### config.mk
export PLATFORM = sky130hd
export DESIGN_NAME = spi_slave
export DESIGN_NICKNAME = d
export VERILOG_FILES = /design/src/rtl/spi_pkg.sv /design/src/rtl/spi_sync.sv /design/src/rtl/spi_slave.sv
export SDC_FILE = /design/constraint.sdc
export NUM_CORES = 1
export LEC_CHECK = 0
export ABC_AREA = 1
export BUFFER_PORTS_ARGS = -buffer_cell sky130_fd_sc_hd__buf_2
export CORE_UTILIZATION = 59
export DETAILED_ROUTE_END_ITERATION = 6
export HOLD_SLACK_MARGIN = 0.15
export PLACE_DENSITY = 0.86
export SYNTH_ARGS = -nofsm -noshare
export SYNTH_HDL_FRONTEND = slang
export SYNTH_SLANG_ARGS = --single-unit
### constraint.sdc
create_clock -name clk -period 2.6 [get_ports clk]
set_input_delay 0.39 -clock clk [delete_from_list [all_inputs] [get_ports clk]]
set_output_delay 0.39 -clock clk [all_outputs]
set_load 0.03 [all_outputs]
### src/rtl/spi_pkg.sv
// rtl/spi_pkg.sv - shared SPI defaults and state encoding
package spi_pkg;

    localparam int SPI_DATA_WIDTH  = 8;
    localparam int SPI_SYNC_STAGES = 2;

    typedef enum logic {
        IDLE  = 1'b0,
        SHIFT = 1'b1
    } spi_state_t;

endpackage

### src/rtl/spi_sync.sv
// rtl/spi_sync.sv - multi-flop synchronizer with rise/fall detection
module spi_sync #(
    parameter int   STAGES     = 2,
    parameter logic IDLE_LEVEL = 1'b0
) (
    input  logic clk,
    input  logic rst,
    input  logic din,
    output logic rise,
    output logic fall
);

    logic [STAGES-1:0] chain;
    logic              dly;

    always_ff @(posedge clk or negedge rst) begin
        if (!rst) begin
            chain <= {STAGES{IDLE_LEVEL}};
            dly   <= IDLE_LEVEL;
        end else begin
            chain <= STAGES'({chain, din});
            dly   <= chain[STAGES-1];
        end
    end

    assign rise = chain[STAGES-1] & ~dly;
    assign fall = ~chain[STAGES-1] & dly;

endmodule

### src/rtl/spi_slave.sv
// rtl/spi_slave.sv - SPI mode 0 slave, MSB first, with multi-frame bursts
module spi_slave
    import spi_pkg::*;
#(
    parameter int DATA_WIDTH  = SPI_DATA_WIDTH,
    parameter int SYNC_STAGES = SPI_SYNC_STAGES
) (
    input  logic                  clk,
    input  logic                  rst,
    input  logic                  ss_n,
    input  logic                  sck,
    input  logic                  mosi,
    output logic                  miso,
    output logic                  miso_oe,
    input  logic [DATA_WIDTH-1:0] data_in,
    output logic [DATA_WIDTH-1:0] data_out,
    output logic                  new_data,
    output logic                  busy
);

    localparam int CNT_W = (DATA_WIDTH > 1) ? $clog2(DATA_WIDTH) : 1;
    localparam logic [CNT_W-1:0] LAST_BIT = CNT_W'(DATA_WIDTH - 1);

    spi_state_t             state, state_d;
    logic [DATA_WIDTH-1:0]  tx_sr, tx_d;
    logic [DATA_WIDTH-1:0]  rx_sr, rx_d;
    logic [DATA_WIDTH-1:0]  dout_d;
    logic [CNT_W-1:0]       bit_cnt, cnt_d;
    logic                   miso_q, miso_d;
    logic                   nd_d;
    logic [SYNC_STAGES-1:0] mosi_sync;
    logic                   mosi_s;
    logic                   sck_rise, sck_fall, ss_rise, ss_fall;

    spi_sync #(.STAGES(SYNC_STAGES), .IDLE_LEVEL(1'b0)) u_sck_sync (
        .clk  (clk),
        .rst  (rst),
        .din  (sck),
        .rise (sck_rise),
        .fall (sck_fall)
    );

    spi_sync #(.STAGES(SYNC_STAGES), .IDLE_LEVEL(1'b1)) u_ss_sync (
        .clk  (clk),
        .rst  (rst),
        .din  (ss_n),
        .rise (ss_rise),
        .fall (ss_fall)
    );

    assign mosi_s = mosi_sync[SYNC_STAGES-1];

    // tx_sr holds the bits still to be presented; miso_q is the bit on the wire.
    // A completion reload puts the whole next word in tx_sr so the following
    // sck fall presents its MSB without a stray shift.
    always_comb begin
        state_d = state;
        tx_d    = tx_sr;
        rx_d    = rx_sr;
        cnt_d   = bit_cnt;
        miso_d  = miso_q;
        dout_d  = data_out;
        nd_d    = 1'b0;
        case (state)
            IDLE: begin
                if (ss_fall) begin
                    state_d = SHIFT;
                    tx_d    = data_in << 1;
                    miso_d  = data_in[DATA_WIDTH-1];
                    cnt_d   = '0;
                end
            end
            SHIFT: begin
                if (sck_rise) begin
                    rx_d = {rx_sr[DATA_WIDTH-2:0], mosi_s};
                    if (bit_cnt == LAST_BIT) begin
                        dout_d = rx_d;
                        nd_d   = 1'b1;
                        tx_d   = data_in;
                        cnt_d  = '0;
                    end else begin
                        cnt_d = bit_cnt + 1'b1;
                    end
                end else if (sck_fall) begin
                    miso_d = tx_sr[DATA_WIDTH-1];
                    tx_d   = tx_sr << 1;
                end
                if (ss_rise) begin
                    state_d = IDLE;
                    miso_d  = 1'b0;
                    cnt_d   = '0;
                end
            end
            default: state_d = IDLE;
        endcase
    end

    always_ff @(posedge clk or negedge rst) begin
        if (!rst) begin
            state     <= IDLE;
            tx_sr     <= '0;
            rx_sr     <= '0;
            bit_cnt   <= '0;
            miso_q    <= 1'b0;
            data_out  <= '0;
            new_data  <= 1'b0;
            mosi_sync <= '0;
        end else begin
            state     <= state_d;
            tx_sr     <= tx_d;
            rx_sr     <= rx_d;
            bit_cnt   <= cnt_d;
            miso_q    <= miso_d;
            data_out  <= dout_d;
            new_data  <= nd_d;
            mosi_sync <= SYNC_STAGES'({mosi_sync, mosi});
        end
    end

    assign busy    = (state == SHIFT);
    assign miso_oe = busy;
    assign miso    = miso_q & miso_oe;

endmodule

==> results.yml, run 1 <==
logic_synthesis:
  yosys.area_share.simple: 0.275
  synth-seq-area-share: 0.578
  synth_compound_gate_area_share: 0.0560
  synthXorXnorAreaFrac: 0
  synth_cell_types: 16
  synthFlopType: "dfrtp_1"
  synthTopCellsByCount: "nand2_1 (66), dfrtp_1 (34), nand3_1 (20)"
  synth_adder_area_share: 0.0233
  synth_area_leaders: "dfrtp_1 (53%), nand2_1 (15%), nand3_1 (6.2%)"
  syn_nets: 201
  yosysWarnings: 0
  yosys.area.top_type: "dfrtp_1"
  synth_edf_count: 0
  synth_top_family_by_area: "simple AND/OR/NAND/NOR gates"
  async_reset_ff_frac: 1.00
  synthCells: 185
  synth_seq_cells: 37
  syn_avg_cell_area_sq_um: 8.69
  synth_most_common_cell: "nand2_1"
  synth_area_sq_mm: 0.00161
  muxShareOfSynthArea: 0
  synth_top_area_share: 0.529
drt:
  drc_errors: 0
  ant_nets: 0
  drtIter0Drc: 20
  vias: 1297
  vias_per_cell: 5.29
  dr.pass1.iters: 4
  wirelength_mm: 3.04
  wl_per_cell_um: 12.4
global_route:
  grt_usage: 0.244
  grt_start_max_net_pins: 38
  grt_pass1_vias: 1183
  global_route.overflow_total: 0
  antenna_found_initial: 0
  grt_pass1_wl_mm: 4.91
power_and_ir_drop:
  p_clk_frac: 0.238
  p_int_uw: 836
  power.share.switching: 0.313
  p_seq_frac: 0.588
  peakVddDrop_mv: 0.602
  power_leakage_uw: 0.000987
  pwr-share-comb: 0.174
  power_density_mw_per_mm2: 669
  power.switching_uw: 381
setup_path:
  cp_cell_sequence: "nand2_1 > inv_1 > buf_2"
  cp_top_family: "flip-flops"
  r2r_slack_ps: 820
  end_kind: "output port"
  cp_slowest_cell: "dfrtp_1"
  worst_setup_path_start_kind: "register"
  cp_num_buf_inv: 2
  cp.arrival_ps: 1580
  crit_required_ps: 2210
  criticalPathCategory: "register to output port"
  crit_fanout: 25
  critical_path.max_stage_delay_ps: 860
clock_network:
  cts.htree.levels: 2
  clk_transition_reported_paths_ps: 110
  clock_sinks: 37
  insertion_delay_ps: 340
  clockRootBuffer: "clkbuf_4"
  cts_tree: "yes"
  cts.path.max_buffers: 2
  cts_buffers: 5
floorplan:
  io_pins: 25
  start_util: 0.637
  rows: 18
  fp.dieH_um: 54.2
  die-area_sq_mm: 0.00294
  die_w_um: 54.2
  coreArea_sq_mm: 0.00252
timing:
  tns_ps: 0
  hold_ws_ps: 362
  setup_viol_count_final: 0
  layout_min_cycle_time_ps: 1970
  maxSlewViolCount: 0
  worst_pin_slew_ps: 780
  slew-limit-headroom: 0.480
  grt_setup_unrepaired: "false"
  skew_ps: 5.68
  fin_crit_sh: 0.758
  finalHoldViolCount: 0
  max_freq_mhz: 507
placed_design:
  placedInstanceArea_sq_mm: 0.00173
  dp_hpwl_mm: 2.05
  routabilityCongestion: 0.837
  dpl.cell_count: 233
  io_buffers: 24
job:
  cap_violations: 0
worst_hold_path:
  hold_class: "register to register"
cells_and_area:
  final_nets: 230
  finalNonFillerCells: 245
  synthToLayoutAreaGrowth_pct: 13.2
  design_area_sq_mm: 0.00182
  num-fill-cells: 210
  multi_input_area_sq_um: 571
  drive_above_1_share: 0.191
  regArea_sq_um: 930
  antenna_cells: 0
  fin_util: 0.722
run_status:
  outcome: "complete, no violations"
## worst paths after layout
| check | cells after the start | from | endpoint |
|---|---|---|---|
| max in group asynchronous | 2 | rst | data_out[7] |
| min | 0 | u_ss_sync.chain[0] | u_ss_sync.chain[1] |
| max | 3 | busy | miso |
| min in group asynchronous | 2 | rst | tx_sr[7] |
| max reg2reg | 4 | busy | tx_sr[7] |
| min reg2reg | 0 | u_ss_sync.chain[0] | u_ss_sync.chain[1] |
## final cells by class
cell class	instances	share of cell area
repair buffers	28	0.0880
flip-flops and latches	37	0.511
inverters	18	0.0371
clock inverters	3	0.00962
clock buffers	5	0.0206
multi-input cells	124	0.313
well taps	30	0.0206
## layer usage
metal,part of all wire,global-route usage,vias up
li1,-,-,655
met1,0.46,0.308,604
met2,0.47,0.374,32
met3,0.050,0.0791,6
met4,0.014,0.124,0
met5,0,0,-
## state kept, by name (all words and copies together), names as in the netlist
signal,cells
u_ss_sync.chain,2
data_out,8
u_sck_sync.dly,1
rx_sr,7
mosi_sync,2
tx_sr,8
new_data,1
miso_q,1
bit_cnt,3
u_sck_sync.chain,2
busy,1
u_ss_sync.dly,1
## cells in the final DEF, fill, tap and decap left out, drive strengths merged
master | netlist | final
a21oi | 1 | 1
buf | 6 | 24
clkbuf | 0 | 5
clkinv | 0 | 2
clkinvlp | 0 | 1
dfrtp | 34 | 34
dfstp | 3 | 3
dlygate4sd3 | 0 | 4
ha | 3 | 3
inv | 18 | 18
nand2 | 67 | 67
nand3 | 21 | 21
nand4 | 7 | 7
nor2 | 8 | 8
o21ai | 17 | 17
## power by group through the flow
stage | sequential, uW | combinational (uW) | clock (uW)
floorplan | 709 | 160 | 0
global placement | 724 | 193 | 0
detailed placement | 727 | 204 | 0
CTS | 716 | 211 | 297
global route | 726 | 244 | 324
finish | 716 | 211 | 290
## kinds of logic (layout without fill, tap and decap cells)
logic type | after synthesis | count (layout)
adders and majority gates | 3 | 3
DFF | 37 | 37
buffers and inverters | 24 | 54
and+or+nand+nor | 103 | 103
AOI/OAI and AO/OA | 18 | 18
## stage by stage
step                      setup WS [ps]  power (uW)
after global routing                521        1290
after global placement             1030         917
final                               628        1220
after CTS                           657        1220
after floorplan                     996         869
after detailed placement            928         932
## repair_timing
action / 4_1_cts / 5_1_grt
hold buffers: 2 / 2
setup buffers: 0 / 0
endpoints found under the hold margin: 28 / 2
resized for setup: 0 / 0
Power figures use the tool's default switching activity.
==> inputs of run 2 (changes only) <==
Settings changed: CORE_UTILIZATION 59 to 49, PLACE_DENSITY 0.86 to 0.77.
Clock period 2.6 ns to 1.8 ns, I/O delays scaled along.
==> run 2 against run 1 <==
  * Worst setup slack got worse by 440 ps
  * Highest routed layer unchanged
  * Count of clock-buffer cells in the layout rose by 3
  * Sequential share of layout area fell by 1.0 points
  * Largest power group unchanged
  * Cell count rose by 6.5%
  * Register-to-register slack got worse by 570 ps
  * Cell area rose by 2.0%
  * Clock skew rose by 1.3 ps
  * Routed wire length fell by 4.5%
  * Largest cell class unchanged
  * Via count fell by 1.9%
==> results.yml, run 2 (synthesis gave the netlist of run 1 again) <==
run_status:
  outcome: "complete, no violations"
worst_hold_path:
  min_path_cells: 5
  min-delay-start: "data_in[5]"
  hold_class: "primary input to register"
  holdPathEnd: "tx_sr[6]"
cells_and_area:
  mostFrequentLayoutCell: "nand2_1"
  final_cell_mix: "nand2_1 (66), dfrtp_1 (34), buf_2 (24), nand3_1 (20), o21ai_0 (15)"
  final_nets: 232
  drive_above_1_share: 0.189
  reg.largest.list: "data_out: 8 flops, tx_sr: 8 flops, rx_sr: 7 flops"
  antenna_cells: 0
  synthToLayoutAreaGrowth_pct: 15.5
  finalNonFillerCells: 261
clock_network:
  cts_setup_buffers: 0
  cts_tree: "yes"
  cts_buffers: 5
  cts_resized: 0
  clk_transition_reported_paths_ps: 100
  clockRootBuffer: "clkbuf_4"
  cts_hold_buf: 4
  clock_sinks: 37
  insertion_delay_ps: 340
  cts.htree.levels: 2
  cts.path.max_buffers: 2
global_route:
  grt_start_max_net_pins: 38
  grt_usage: 0.199
  grt_pass1_wl_mm: 5.06
  antenna_found_initial: 0
  global_route.overflow_total: 0
  grt_pass1_vias: 1174
timing:
  hold_ws_ps: 249
  worst_pin_slew_ps: 467
  maxSlewViolCount: 0
  setup_viol_count_final: 0
  max_freq_mhz: 619
  layout_min_cycle_time_ps: 1610
  slew-limit-headroom: 0.688
  tns_ps: 0
  finalHoldViolCount: 0
  skew_ps: 6.98
  grt_setup_unrepaired: "false"
  fin_crit_sh: 0.897
drt:
  drtIter0Drc: 105
  drc_errors: 0
  dr.pass1.iters: 4
  vias: 1272
  ant_nets: 0
  vias_per_cell: 4.87
  wirelength_mm: 2.90
  wl_per_cell_um: 11.1
floorplan:
  rows: 20
  start_util: 0.522
  fp.dieH_um: 59.3
  die_w_um: 59.3
  coreArea_sq_mm: 0.00308
  die-area_sq_mm: 0.00351
  io_pins: 25
setup_path:
  rr_worst_depth: 8
  r2r_slack_ps: 250
  crit_required_ps: 1530
  r2r_start: "bit_cnt[0]"
  cp.arrival_ps: 1340
  r2r-end: "tx_sr[5]"
  crit_fanout: 21
  end_kind: "output port"
  worst_setup_path_start_kind: "register"
  criticalPathCategory: "register to output port"
power_and_ir_drop:
  power_density_mw_per_mm2: 962
  peakVddDrop_mv: 0.655
  power_leakage_uw: 0.000999
  power_uw: 1790
job:
  cap_violations: 0
placed_design:
  dp_hpwl_mm: 1.99
  io_buffers: 24
  routabilityCongestion: 0.792
  dpl.cell_count: 249
## run 2: changes by cell type in the layout (fill, tap and decap cells not counted), sizes merged
cell and change:
clkbuf +3, buf +2, clkinv -2, clkinvlp -1
## run 2: worst max-delay path by stage
stage / endpoint / from / slack (ps) / cells past startpoint
after CTS: miso / busy / 170 / 4
after global placement: tx_sr[4] / bit_cnt[0] / 260 / 8
after detailed placement: tx_sr[5] / bit_cnt[0] / 270 / 8
after global routing: tx_sr[3] / bit_cnt[0] / 20 / 8
final: miso / busy / 190 / 4
after floorplan: miso / busy / 320 / 4
## run 2: power breakdown
part	switching (uW)	internal (uW)	leakage, uW	total, uW
clock network	252	193	0.0000326	445
logic	203	114	0.000491	317
registers	71.4	951	0.000475	1020
## run 2: worst max-delay path: stages (launching register included)
cell and delay [ps]:
dfrtp_1 430, buf_4 270, nand2_1 80, inv_1 50
buf_2 180
## run 2: area by class of cell
type,count,area [sq um]
inverters,18,67.6
flip-flops and latches,37,930
multi-input cells,124,571
well taps,44,55.1
clock buffers,8,58.8
fillers,304,1220
repair buffers,30,175
## run 2: stage by stage
stage / area (sq um) / setup slack (ps) / utilization
finish: 1860 / 186 / 0.603
global route: 1860 / 21.9 / 0.603
CTS: 1860 / 167 / 0.603
detailed placement: 1760 / 267 / 0.571
global placement: 1760 / 263 / 0.571
floorplan: 1610 / 316 / -
## run 2: per-layer routing
metal | track usage | routed length (um) | vias up
met1 | 0.257 | 1410 | 587
met3 | 0.0655 | 123 | 7
met2 | 0.308 | 1310 | 24
li1 | - | - | 654
met5 | 0 | 0 | -
met4 | 0.0816 | 53 | 0
==> inputs of run 3 (changes only) <==
Settings changed: CORE_UTILIZATION 49 to 55, PLACE_DENSITY 0.77 to 0.82.
Clock period 1.8 ns to 1.5 ns, I/O delays scaled along.
==> run 3 against run 2 <==
  * Hold slack got worse by 54 ps
  * Die area decreased by 11%
  * Routed wire length increased by 16%
==> results.yml, run 3 (synthesis gave the netlist of run 1 again) <==
setup_path:
  r2r-end: "tx_sr[7]"
  rr_worst_depth: 9
  crit_required_ps: 1270
  crit_fanout: 16
  cp-startpoint: "busy"
  criticalPathCategory: "register to output port"
  end_kind: "output port"
  cp.arrival_ps: 1200
  cp-endpoint: "miso"
  r2r_slack_ps: 80
  worst_setup_path_start_kind: "register"
  r2r_start: "bit_cnt[1]"
drt:
  wl_per_cell_um: 13.2
  vias: 1380
  ant_nets: 0
  dr.pass1.iters: 4
  drtIter0Drc: 74
  vias_per_cell: 5.43
  wirelength_mm: 3.36
  drc_errors: 0
power_and_ir_drop:
  p_int_uw: 1500
  p_clk_frac: 0.234
  p_seq_frac: 0.561
  pwr-share-comb: 0.205
  power.switching_uw: 695
  power_density_mw_per_mm2: 1140
  power_leakage_uw: 0.00103
  peakVddDrop_mv: 1.09
  power.share.switching: 0.317
floorplan:
  io_pins: 25
  rows: 19
  die_w_um: 56.1
  start_util: 0.583
  die-area_sq_mm: 0.00314
  fp.dieH_um: 56.1
  coreArea_sq_mm: 0.00276
worst_hold_path:
  hold_class: "primary input to register"
cells_and_area:
  final_cell_mix: "nand2_1 (64), dfrtp_1 (33), buf_2 (23), nand3_1 (20), inv_1 (14)"
  final_nets: 238
  drive_above_1_share: 0.242
  finalNonFillerCells: 254
  synthToLayoutAreaGrowth_pct: 19.7
  antenna_cells: 0
  reg.largest.list: "data_out: 8 flops, tx_sr: 8 flops, rx_sr: 7 flops"
  design_area_sq_mm: 0.00192
  mostFrequentLayoutCell: "nand2_1"
run_status:
  outcome: "complete, no violations"
clock_network:
  cts_buffers: 5
  clk_transition_reported_paths_ps: 120
  cts.path.max_buffers: 2
  cts.htree.levels: 2
  cts_tree: "yes"
  insertion_delay_ps: 360
  clock_sinks: 37
  clockRootBuffer: "clkbuf_4"
timing:
  finalHoldViolCount: 0
  hold_ws_ps: 195
  tns_ps: 0
  worst_pin_slew_ps: 384
  slew-limit-headroom: 0.744
  max_freq_mhz: 702
  setup_viol_count_final: 0
  layout_min_cycle_time_ps: 1420
  fin_crit_sh: 0.950
  maxSlewViolCount: 0
  skew_ps: 13.8
  grt_setup_unrepaired: "false"
job:
  cap_violations: 0
global_route:
  grt_pass1_vias: 1354
  grt_start_max_net_pins: 23
  grt_usage: 0.238
  global_route.overflow_total: 0
  antenna_found_initial: 0
  grt_pass1_wl_mm: 5.71
placed_design:
  dpl.cell_count: 239
  io_buffers: 24
  routabilityCongestion: 0.814
  placedInstanceArea_sq_mm: 0.00178
  dp_hpwl_mm: 2.25
==> run 3: changes by cell type in the layout (fill, tap and decap cells not counted), sizes merged <==
cell and delta:
clkinv +2, buf +6, clkbuf -3, clkinvlp +1
==> run 3: power by group through the flow <==
stage	registers [uW]	logic [uW]	clock network, uW
after floorplan	1230	277	0
after global placement	1240	373	0
after detailed placement	1250	392	0
after CTS	1230	415	529
after global routing	1240	509	578
final	1230	449	513
==> run 3: per-stage QoR <==
step / setup WS, ps / power [uW] / util
6_report: 75.3 / 2190 / 0.698
5_1_grt: 5.66 / 2330 / 0.698
4_1_cts: 18.9 / 2170 / 0.682
3_5_place_dp: 58.4 / 1640 / 0.644
3_3_place_gp: 113 / 1610 / 0.644
2_1_floorplan: 60.7 / 1510 / -
==> run 3: worst min-delay path by stage <==
stage | startpoint | to | slack, ps | cells after the start
CTS | data_in[0] | tx_sr[0] | 190 | 5
floorplan | rst | bit_cnt[0] | -70 | 0
finish | data_in[4] | tx_sr[5] | 200 | 5
detailed placement | rst | busy | 160 | 1
global placement | rst | busy | 150 | 1
global route | data_in[4] | tx_sr[5] | 200 | 5
==> run 3: area by class of cell <==
type	instances	area, sq um
Timing Repair Buffer	36	243
Multi-Input combinational cell	124	589
Fill cell	226	833
Clock inverter	3	17.5
Tap cell	31	38.8
Sequential cell	37	931
Inverter	18	67.6
Clock buffer	5	37.5
==> run 3: what timing repair did <==
action / CTS / global route
resized for setup: 1 / 11
hold buffers: 4 / 0
setup buffers: 1 / 2
endpoints found under the hold margin: 40 / 0
endpoints found under the setup margin: 1 / 22
==> run 3: worst max-delay path, stage by stage, from the launching register on <==
cell     delay, ps
dfrtp_2        440
buf_8          160
nand2_1         60
inv_1           40
buf_4          150
==> run 3: metal layers <==
layer / vias up / share of wire / global-route usage
met2: 61 / 0.49 / 0.359
met1: 644 / 0.42 / 0.301
met5: - / 0 / 0
li1: 664 / - / -
met3: 11 / 0.065 / 0.0558
met4: 0 / 0.024 / 0.167
